$ cat config.mk
export PLATFORM = sky130hd
export DESIGN_NAME = sdram_user_responder
export DESIGN_NICKNAME = d
export VERILOG_FILES = /design/src/rtl/sdram_user_pkg.sv /design/src/rtl/sdram_user_mem.sv /design/src/rtl/sdram_user_responder.sv
export SDC_FILE = /design/constraint.sdc
export NUM_CORES = 1
export LEC_CHECK = 0
export BUFFER_PORTS_ARGS = -buffer_cell sky130_fd_sc_hd__buf_2
export CORE_ASPECT_RATIO = 1.2
export CORE_MARGIN = 1.5
export CORE_UTILIZATION = 60
export CTS_BUF_LIST = sky130_fd_sc_hd__clkbuf_4 sky130_fd_sc_hd__clkbuf_8
export CTS_CLUSTER_DIAMETER = 40
export DETAILED_ROUTE_END_ITERATION = 10
export GPL_TIMING_DRIVEN = 0
export PLACE_DENSITY = 0.88
export SKIP_LAST_GASP = 1
export SLEW_MARGIN = 10
export SYNTH_ARGS = -nofsm -noshare
export SYNTH_HDL_FRONTEND = slang
export SYNTH_SLANG_ARGS = --single-unit
$ cat constraint.sdc
create_clock -name CLK -period 6.7 [get_ports CLK]
set_input_delay 1.34 -clock CLK [delete_from_list [all_inputs] [get_ports CLK]]
set_output_delay 1.34 -clock CLK [all_outputs]
set_load 0.03 [all_outputs]
$ cat src/rtl/sdram_user_pkg.sv
// Shared definitions for the SDRAM user-side responder: FSM states,
// default timing constants and a small helper for sizing counters.
package sdram_user_pkg;

  typedef enum logic [2:0] {
    ST_INIT,
    ST_IDLE,
    ST_WRITE,
    ST_READ,
    ST_HOLD,
    ST_REFRESH
  } state_t;

  localparam int DEF_AW         = 4;
  localparam int DEF_INIT_CYC   = 200;
  localparam int DEF_REF_PERIOD = 780;
  localparam int DEF_REF_CYC    = 8;
  localparam int DEF_WR_LAT     = 2;
  localparam int DEF_RD_LAT     = 3;

  function automatic int max_of(input int a, input int b);
    return (a > b) ? a : b;
  endfunction

endpackage

$ cat src/rtl/sdram_user_mem.sv
// Single-port word RAM: synchronous write, registered (read-first) read.
module sdram_user_mem #(
  parameter int AW = 4,
  parameter int DW = 16
) (
  input  logic          i_clk,
  input  logic          i_we,
  input  logic [AW-1:0] i_addr,
  input  logic [DW-1:0] i_wdata,
  output logic [DW-1:0] o_rdata
);

  logic [DW-1:0] r_mem [2**AW];
  logic [DW-1:0] r_rdata;

  // Write the addressed word when enabled and register the old contents.
  always_ff @(posedge i_clk) begin
    if (i_we) begin
      r_mem[i_addr] <= i_wdata;
    end
    r_rdata <= r_mem[i_addr];
  end

  assign o_rdata = r_rdata;

endmodule

$ cat src/rtl/sdram_user_responder.sv
// Behavioural stand-in for an SDRAM controller's user port: power-up busy
// period, periodic refresh, and fixed-latency write/read with a Done pulse.
module sdram_user_responder
  import sdram_user_pkg::*;
#(
  parameter int AW         = DEF_AW,
  parameter int INIT_CYC   = DEF_INIT_CYC,
  parameter int REF_PERIOD = DEF_REF_PERIOD,
  parameter int REF_CYC    = DEF_REF_CYC,
  parameter int WR_LAT     = DEF_WR_LAT,
  parameter int RD_LAT     = DEF_RD_LAT
) (
  input  logic        CLK,
  input  logic        RST,
  input  logic        WrEN_Sig,
  input  logic        RdEN_Sig,
  input  logic [21:0] BRC_Addr,
  input  logic [15:0] WrData,
  output logic [15:0] RdData,
  output logic        Done_Sig,
  output logic        Busy_Sig
);

  localparam int CNT_MAX = max_of(max_of(INIT_CYC, REF_CYC), max_of(WR_LAT, RD_LAT));
  localparam int CW      = $clog2(CNT_MAX + 1);
  localparam int RW      = $clog2(REF_PERIOD + 1);

  state_t          r_state, w_state_next;
  logic [CW-1:0]   r_cnt, w_cnt_next;
  logic [AW-1:0]   r_addr, w_addr_next;
  logic            r_done, w_done_next;
  logic            r_busy;
  logic [15:0]     r_rdata;
  logic            w_rd_load;
  logic            w_mem_we;
  logic            w_ref_clr;
  logic            w_ref_start;
  logic            r_ref_en;
  logic            r_ref_pending;
  logic [RW-1:0]   r_ref_cnt;
  logic            w_ref_expire;
  logic [AW-1:0]   w_mem_addr;
  logic [15:0]     w_mem_rdata;
  logic            w_unused_addr;

  // Upper address bits are deliberately ignored so addresses alias modulo 2^AW.
  assign w_unused_addr = ^BRC_Addr[21:AW];

  // While idle the RAM looks at the live address so an accepted write lands
  // on the acceptance edge and a read's data is already in flight; otherwise
  // it keeps reading the captured address.
  assign w_mem_addr   = (r_state == ST_IDLE) ? BRC_Addr[AW-1:0] : r_addr;
  assign w_ref_expire = r_ref_en && (r_ref_cnt == RW'(REF_PERIOD - 1));

  sdram_user_mem #(
    .AW (AW),
    .DW (16)
  ) u_mem (
    .i_clk   (CLK),
    .i_we    (w_mem_we),
    .i_addr  (w_mem_addr),
    .i_wdata (WrData),
    .o_rdata (w_mem_rdata)
  );

  // State register plus registered outputs (Busy follows the next state).
  always_ff @(posedge CLK) begin
    if (RST) begin
      r_state <= ST_INIT;
      r_cnt   <= '0;
      r_addr  <= '0;
      r_done  <= 1'b0;
      r_busy  <= 1'b1;
      r_rdata <= '0;
    end else begin
      r_state <= w_state_next;
      r_cnt   <= w_cnt_next;
      r_addr  <= w_addr_next;
      r_done  <= w_done_next;
      r_busy  <= (w_state_next != ST_IDLE);
      if (w_rd_load) begin
        r_rdata <= w_mem_rdata;
      end
    end
  end

  // Next-state logic; one shared counter times INIT, latency and REFRESH.
  always_comb begin
    w_state_next = r_state;
    w_cnt_next   = r_cnt;
    w_addr_next  = r_addr;
    w_done_next  = 1'b0;
    w_rd_load    = 1'b0;
    w_mem_we     = 1'b0;
    w_ref_clr    = 1'b0;
    w_ref_start  = 1'b0;
    case (r_state)
      ST_INIT: begin
        if (r_cnt == CW'(INIT_CYC - 1)) begin
          w_state_next = ST_IDLE;
          w_cnt_next   = '0;
          w_ref_start  = 1'b1;
        end else begin
          w_cnt_next = r_cnt + CW'(1);
        end
      end
      ST_IDLE: begin
        if (r_ref_pending) begin
          w_state_next = ST_REFRESH;
          w_cnt_next   = '0;
          w_ref_clr    = 1'b1;
        end else if (WrEN_Sig) begin
          w_state_next = ST_WRITE;
          w_cnt_next   = '0;
          w_addr_next  = BRC_Addr[AW-1:0];
          w_mem_we     = ~RST;
        end else if (RdEN_Sig) begin
          w_state_next = ST_READ;
          w_cnt_next   = '0;
          w_addr_next  = BRC_Addr[AW-1:0];
        end
      end
      ST_WRITE: begin
        if (r_cnt == CW'(WR_LAT - 1)) begin
          w_state_next = ST_HOLD;
          w_cnt_next   = '0;
          w_done_next  = 1'b1;
        end else begin
          w_cnt_next = r_cnt + CW'(1);
        end
      end
      ST_READ: begin
        if (r_cnt == CW'(RD_LAT - 1)) begin
          w_state_next = ST_HOLD;
          w_cnt_next   = '0;
          w_done_next  = 1'b1;
          w_rd_load    = 1'b1;
        end else begin
          w_cnt_next = r_cnt + CW'(1);
        end
      end
      ST_HOLD: begin
        // The initiator still holds its enable this cycle; ignore it.
        w_state_next = ST_IDLE;
      end
      ST_REFRESH: begin
        if (r_cnt == CW'(REF_CYC - 1)) begin
          w_state_next = ST_IDLE;
          w_cnt_next   = '0;
        end else begin
          w_cnt_next = r_cnt + CW'(1);
        end
      end
      default: begin
        w_state_next = ST_INIT;
        w_cnt_next   = '0;
      end
    endcase
  end

  // Free-running refresh timer started at INIT exit; an expiry wins over a
  // same-edge clear so no refresh request is ever lost.
  always_ff @(posedge CLK) begin
    if (RST) begin
      r_ref_en      <= 1'b0;
      r_ref_cnt     <= '0;
      r_ref_pending <= 1'b0;
    end else begin
      if (w_ref_start) begin
        r_ref_en <= 1'b1;
      end
      if (r_ref_en) begin
        r_ref_cnt <= w_ref_expire ? '0 : r_ref_cnt + RW'(1);
      end
      if (w_ref_expire) begin
        r_ref_pending <= 1'b1;
      end else if (w_ref_clr) begin
        r_ref_pending <= 1'b0;
      end
    end
  end

  assign RdData   = r_rdata;
  assign Done_Sig = r_done;
  assign Busy_Sig = r_busy;

endmodule

* After elaboration in Yosys (flattened, before gate mapping) *
Memories as Yosys holds them, arrays and structs flattened. A register that Yosys moved wholly into a read port is not among the register bits.
Cells that the tools add are included.

cells by class
  add/subtract/negate cells = 2
  equality and inequality tests = 12
  mux-type cells = 35
  reduce and logical (&&, ||, !) cells = 6
  bitwise operators = 3

operators with widths
  kind                   count
  $mux 8                 7
  $pmux 8 s6             1
  $mux 3                 7
  $pmux 3 s6             1
  $mux 1                 14
  $mux 4                 3
  $add 10x1->10 const B  1
  $eq 10x10->1 const B   1
  $mux 10                1
  $add 8x1->8 const B    1
  $eq 8x1->1 const B     1
  $eq 8x2->1 const B     1
  $eq 8x3->1 const B     1
  $eq 8x8->1 const B     1
  $eq 3x2->1 const B     2
  $eq 3x3->1 const B     2
  $ne 4x4->1 const B     1
  $reduce_bool 2->1      2
  $eq 3x1->1 const B     1
  $logic_not 3->1        1
  $ne 3x1->1 const B     1
  $not 1->1              3
  $reduce_and 3->1       1
  $pmux 1 s2             1
  2 further kinds        2

word-level totals
  output and inout bits = 18
  input bits = 42
  memories = 1
  bits in writable memories = 256
  flip-flop bits (word level) = 45

memories
  name         words  bits a word  read ports  clocked after Yosys merged registers in  write ports  line                  RTL
  u_mem.r_mem  16     16           1           1                                        1            sdram_user_mem.sv:13  logic [DW-1:0] r_mem [2**AW];

* Depth between registers and ports, before layout *
  depth in word-level cells = 6
  depth in mapped cells = 8
  depth with buffers taken out = 7

* Hierarchy *
From an unflattened synthesis, not the netlist that was laid out.

second synthesis, totals
  cells, all modules = 667
  area total of the unflattened synthesis = 12266.8 um^2

modules (own cells, without submodules)
  module                times used  cells each  area an instance (um^2)
  sdram_user_mem        1           434         10090.9
  sdram_user_responder  1           233         2175.8

* Least setup slack after synthesis *
Ideal clock, no wire load.

  kind = input port to flip-flop
  start = input port BRC_Addr[1]
  end = memory u_mem.r_mem[8][0] (enable)
  library setup time = 0.388 ns
  path buffers = 4
  path slack = 3.152 ns
  data arrival time = 3.159 ns
  cell stages on the path = 6
  cells stage by stage = buf_2 > buf_4 > buf_6 > buf_2 > or3b_1 > nor2_1

on the way
  longest elaborated chain between the ends = 1

ends and longest elaborated chain
  element      line                        RTL
  from (decl)  sdram_user_responder.sv:17  input logic [21:0] BRC_Addr,
  $mux 4       sdram_user_responder.sv:52  assign w_mem_addr = (r_state == ST_IDLE) ? BRC_Addr[AW-1:0] : r_addr;
  to (decl)    sdram_user_mem.sv:13

Every way passes these cells.

* Worst setup path in the final report *
  start = input port BRC_Addr[3]
  end = memory u_mem.r_mem[1][12] (enable)

Same word-level chain as after synthesis.

==> impl_metrics.tcl <==
set metrics [dict create \
    outcome "finished clean" \
    power.ir.vdd_worst_mv 0.147 \
    drt_iter0_drc 1103 \
    totalNegativeSetupSlack_ns 0 \
    post-route-drc-count 0 \
    cts-htree-levels 2 \
    final.min_clock_period_ns 3.65 \
    fraction_of_power_consumed_by_sequential_logic_pct 55.7 \
    reg2reg_setup_slack_ns 3.11 \
    post_cts_buffers 0 \
    yosys.cell_types.count 51 \
    finish.net_count 1025 \
    floorplan.die.width_um 142 \
    final_layout_size_suffix_gt1_share_pct 28.3 \
    clockBufferDepth 3 \
    finClkSkew_ns 0.0367 \
    cp.required_ns 6.92 \
    cap_viol_max_count 0 \
    wire_per_inst_um 26.1 \
    final.fill_count 1391 \
    power_switching_mw 0.812 \
    cts-hold-fix-buffers 0 \
    place.port_buffers 39 \
    die_h_um 170 \
    cts_made_buffers 47 \
    final_common_cell "sky130_fd_sc_hd__edfxtp_1" \
    std_cell_rows 60 \
    setup.worst_path.end "u_mem.r_mem[1][12]" \
    start_util_pct 61.6 \
    synthToLayoutAreaGrowth_pct 12.8 \
    swShare_pct 21.3 \
    start_kind "primary input" \
    comb_power_share_pct 2.8 \
    wire_length_of_the_first_global_routing_pass_um 52000 \
    cellLeakagePower_nw 5.08 \
    slew_viol_final 0 \
    grt_util_all_layers_pct 29.7 \
    vias_per_cell 6.74 \
    worst_skew_pair.late_latency_ns 0.60 \
    floorplan.die_area_mm2 0.0241 \
    grt_overflow 0 \
    synth_top_area_cell "sky130_fd_sc_hd__edfxtp_1" \
    grt_pass1_vias 9302 \
    most-common-layout-cells "256 x sky130_fd_sc_hd__edfxtp_1, 96 x sky130_fd_sc_hd__mux4_2, 95 x sky130_fd_sc_hd__nand2_1" \
    synth_top_area_share_pct 55.3 \
    fraction_of_power_consumed_by_the_clock_network_pct 41.5 \
    worstSetupEndpointType "flip-flop" \
    critical_path_peak_fanout 16 \
    timing.hold.worst_path_depth 2 \
    cp.arrival_ns 3.87 \
    ys_seq_elements 317 \
    synth_edf_count 256 \
    crit_path_start "BRC_Addr[3]" \
    synth-main-ff-cell "sky130_fd_sc_hd__edfxtp_1" \
    pin_count_of_the_biggest_net_entering_global_routing 17 \
    worst_hold_path_type "flip-flop to flip-flop" \
    synth_fp_nets 923 \
    post-dp-hpwl_um 23000 \
    timing_worst_setup_path_type "primary input to flip-flop" \
    async_flop_share_pct 0 \
    hold_violations 0 \
    place_congestion 0.906 \
    routed_wl_um 34500 \
    grt_antenna_before_repair 0 \
    timing_worst_slew_pin_value_ns 1.02 \
    setup_violations 0 \
    cts_sinks 317 \
    antenna_cells 0 \
    maxUsedRoutingLayer "met5" \
    slew-limit-headroom_pct 32.2 \
    drt-met1-wl_um 11000 \
    syn_area_mm2 0.0139 \
    syn_inst 877 \
    met3_wirelength_um 3470 \
    rsz0062_at_grt "no" \
    cts_tree "done" \
    boundaryPins 60 \
    synth.yosys.seq_area_share_pct 64.0 \
    final_clock_period_utilization_by_the_worst_path_pct 54.5 \
    crit-reg2reg-launch "r_state[0]" \
    first_pass_iters 5 \
    power.density_mw_per_mm2 243 \
    cts_repair_resize_count 0 \
    synth.area.top_cells "sky130_fd_sc_hd__edfxtp_1 55%, sky130_fd_sc_hd__mux4_2 16%, sky130_fd_sc_hd__dfxtp_1 8.8%" \
    r2r_end "u_mem.r_mem[1][12]" \
    synth_area_per_cell_um2 15.9 \
    r2r.worst_path.cells 6 \
    core_area_mm2 0.0226 \
    synthesis.yosys.warnings 0 \
    fin_total_pwr_mw 3.82 \
    root_buffer_cell "sky130_fd_sc_hd__clkbuf_8" \
    vias_post_dr 8927 \
    p_int_mw 3.01 \
    clkSlewWorstSetupHoldPaths_ns 0.06 \
    timing.fmax_ghz 0.274 \
    met2_length_um 17400 \
    ant_nets 0 \
]
## routing by layer
| metal | vias up | global-route usage (%) |
|---|---|---|
| met3 | 190 | 6.67 |
| met4 | 2 | 20.6 |
| met2 | 632 | 50.5 |
| li1 | 3719 | - |
| met5 | - | 1.47 |
| met1 | 4384 | 33.1 |
## registers in the layout, indices dropped and copies added, names as in the netlist
signal and count:
u_mem.r_mem 256, Busy_Sig 1, r_ref_cnt 10, r_cnt 8, u_mem.o_rdata 16, r_ref_en 1, r_state 3, r_addr 4
Done_Sig 1, RdData 16, r_ref_pending 1
## cell type report
type / count / area (µm²) / share of cell area [%]
flip-flops and latches: 317 / 8910 / 56.8
well taps: 310 / 388 / 2.47
multi-input cells: 493 / 4720 / 30.1
clock inverters: 17 / 123 / 0.781
repair buffers: 53 / 398 / 2.54
inverters: 8 / 30.0 / 0.191
plain buffers: 59 / 292 / 1.86
clock buffers: 68 / 830 / 5.29
## worst max-delay path: stages
cell and delay (ns):
sky130_fd_sc_hd__buf_2 0.13, sky130_fd_sc_hd__nand4bb_1 0.11, sky130_fd_sc_hd__clkbuf_1 0.25, sky130_fd_sc_hd__a21boi_1 0.29, sky130_fd_sc_hd__clkbuf_1 0.56, sky130_fd_sc_hd__nand2_1 0.33, sky130_fd_sc_hd__nor2_2 0.86
## cell usage after synthesis (all sizes together), types with 8 or more instances
cell and n:
nor2 46, clkbuf 28, a21oi 24, a311o 17, mux4 96, buf 31
o31ai 17, inv 8, o22ai 32, nor2b 17, a22oi 16, dfxtp 61
nand2 95, xor2 8, a211oi 20, edfxtp 256, nor3 8, mux2i 39
## logic make-up (layout without fill, tap and decap cells)
family,after synthesis,in the layout,synth area share [%]
flip-flops,317,317,64.0
AND/OR/NAND/NOR,202,202,6.96
AO/OA/AOI/OAI,136,136,6.97
multiplexers,136,136,18.4
buffers and inverters,67,205,2.31
XOR/XNOR,15,15,0.944
adder cells (fa/ha/maj),4,4,0.360
## power groups by stage
stage / sequential, mW / clock [mW] / combinational (mW)
floorplan: 2.17 / 0 / 0.0582
global placement: 2.17 / 0 / 0.0996
detailed placement: 2.17 / 0 / 0.104
CTS: 2.13 / 1.59 / 0.105
global route: 2.13 / 1.66 / 0.112
finish: 2.13 / 1.58 / 0.106
## per-stage QoR
| stage | std cells | utilization (%) | worst slack [ns] | hold WS [ns] | instance area, µm² |
|---|---|---|---|---|---|
| 6_report | 1325 | 69.4 | 3.05 | 0.439 | 15700 |
| 5_1_grt | 1325 | 69.4 | 2.99 | 0.456 | 15700 |
| 4_1_cts | 1325 | 69.4 | 3.22 | 0.439 | 15700 |
| 3_5_place_dp | 1240 | 65.2 | 2.60 | 0.428 | 14700 |
| 3_3_place_gp | 1226 | 64.2 | 2.21 | 0.428 | 14500 |
| 2_1_floorplan | 877 | - | 3.15 | 0.422 | 13900 |
## how the worst min path moves through the flow
stage                           from         to  slack [ns]
global route        u_mem.o_rdata[3]  RdData[3]        0.46
floorplan           u_mem.o_rdata[0]  RdData[0]        0.42
finish              u_mem.o_rdata[0]  RdData[0]        0.44
global placement    u_mem.o_rdata[0]  RdData[0]        0.43
CTS                 u_mem.o_rdata[0]  RdData[0]        0.44
detailed placement  u_mem.o_rdata[0]  RdData[0]        0.43
No activity file was read; power rests on OpenSTA's default activity.
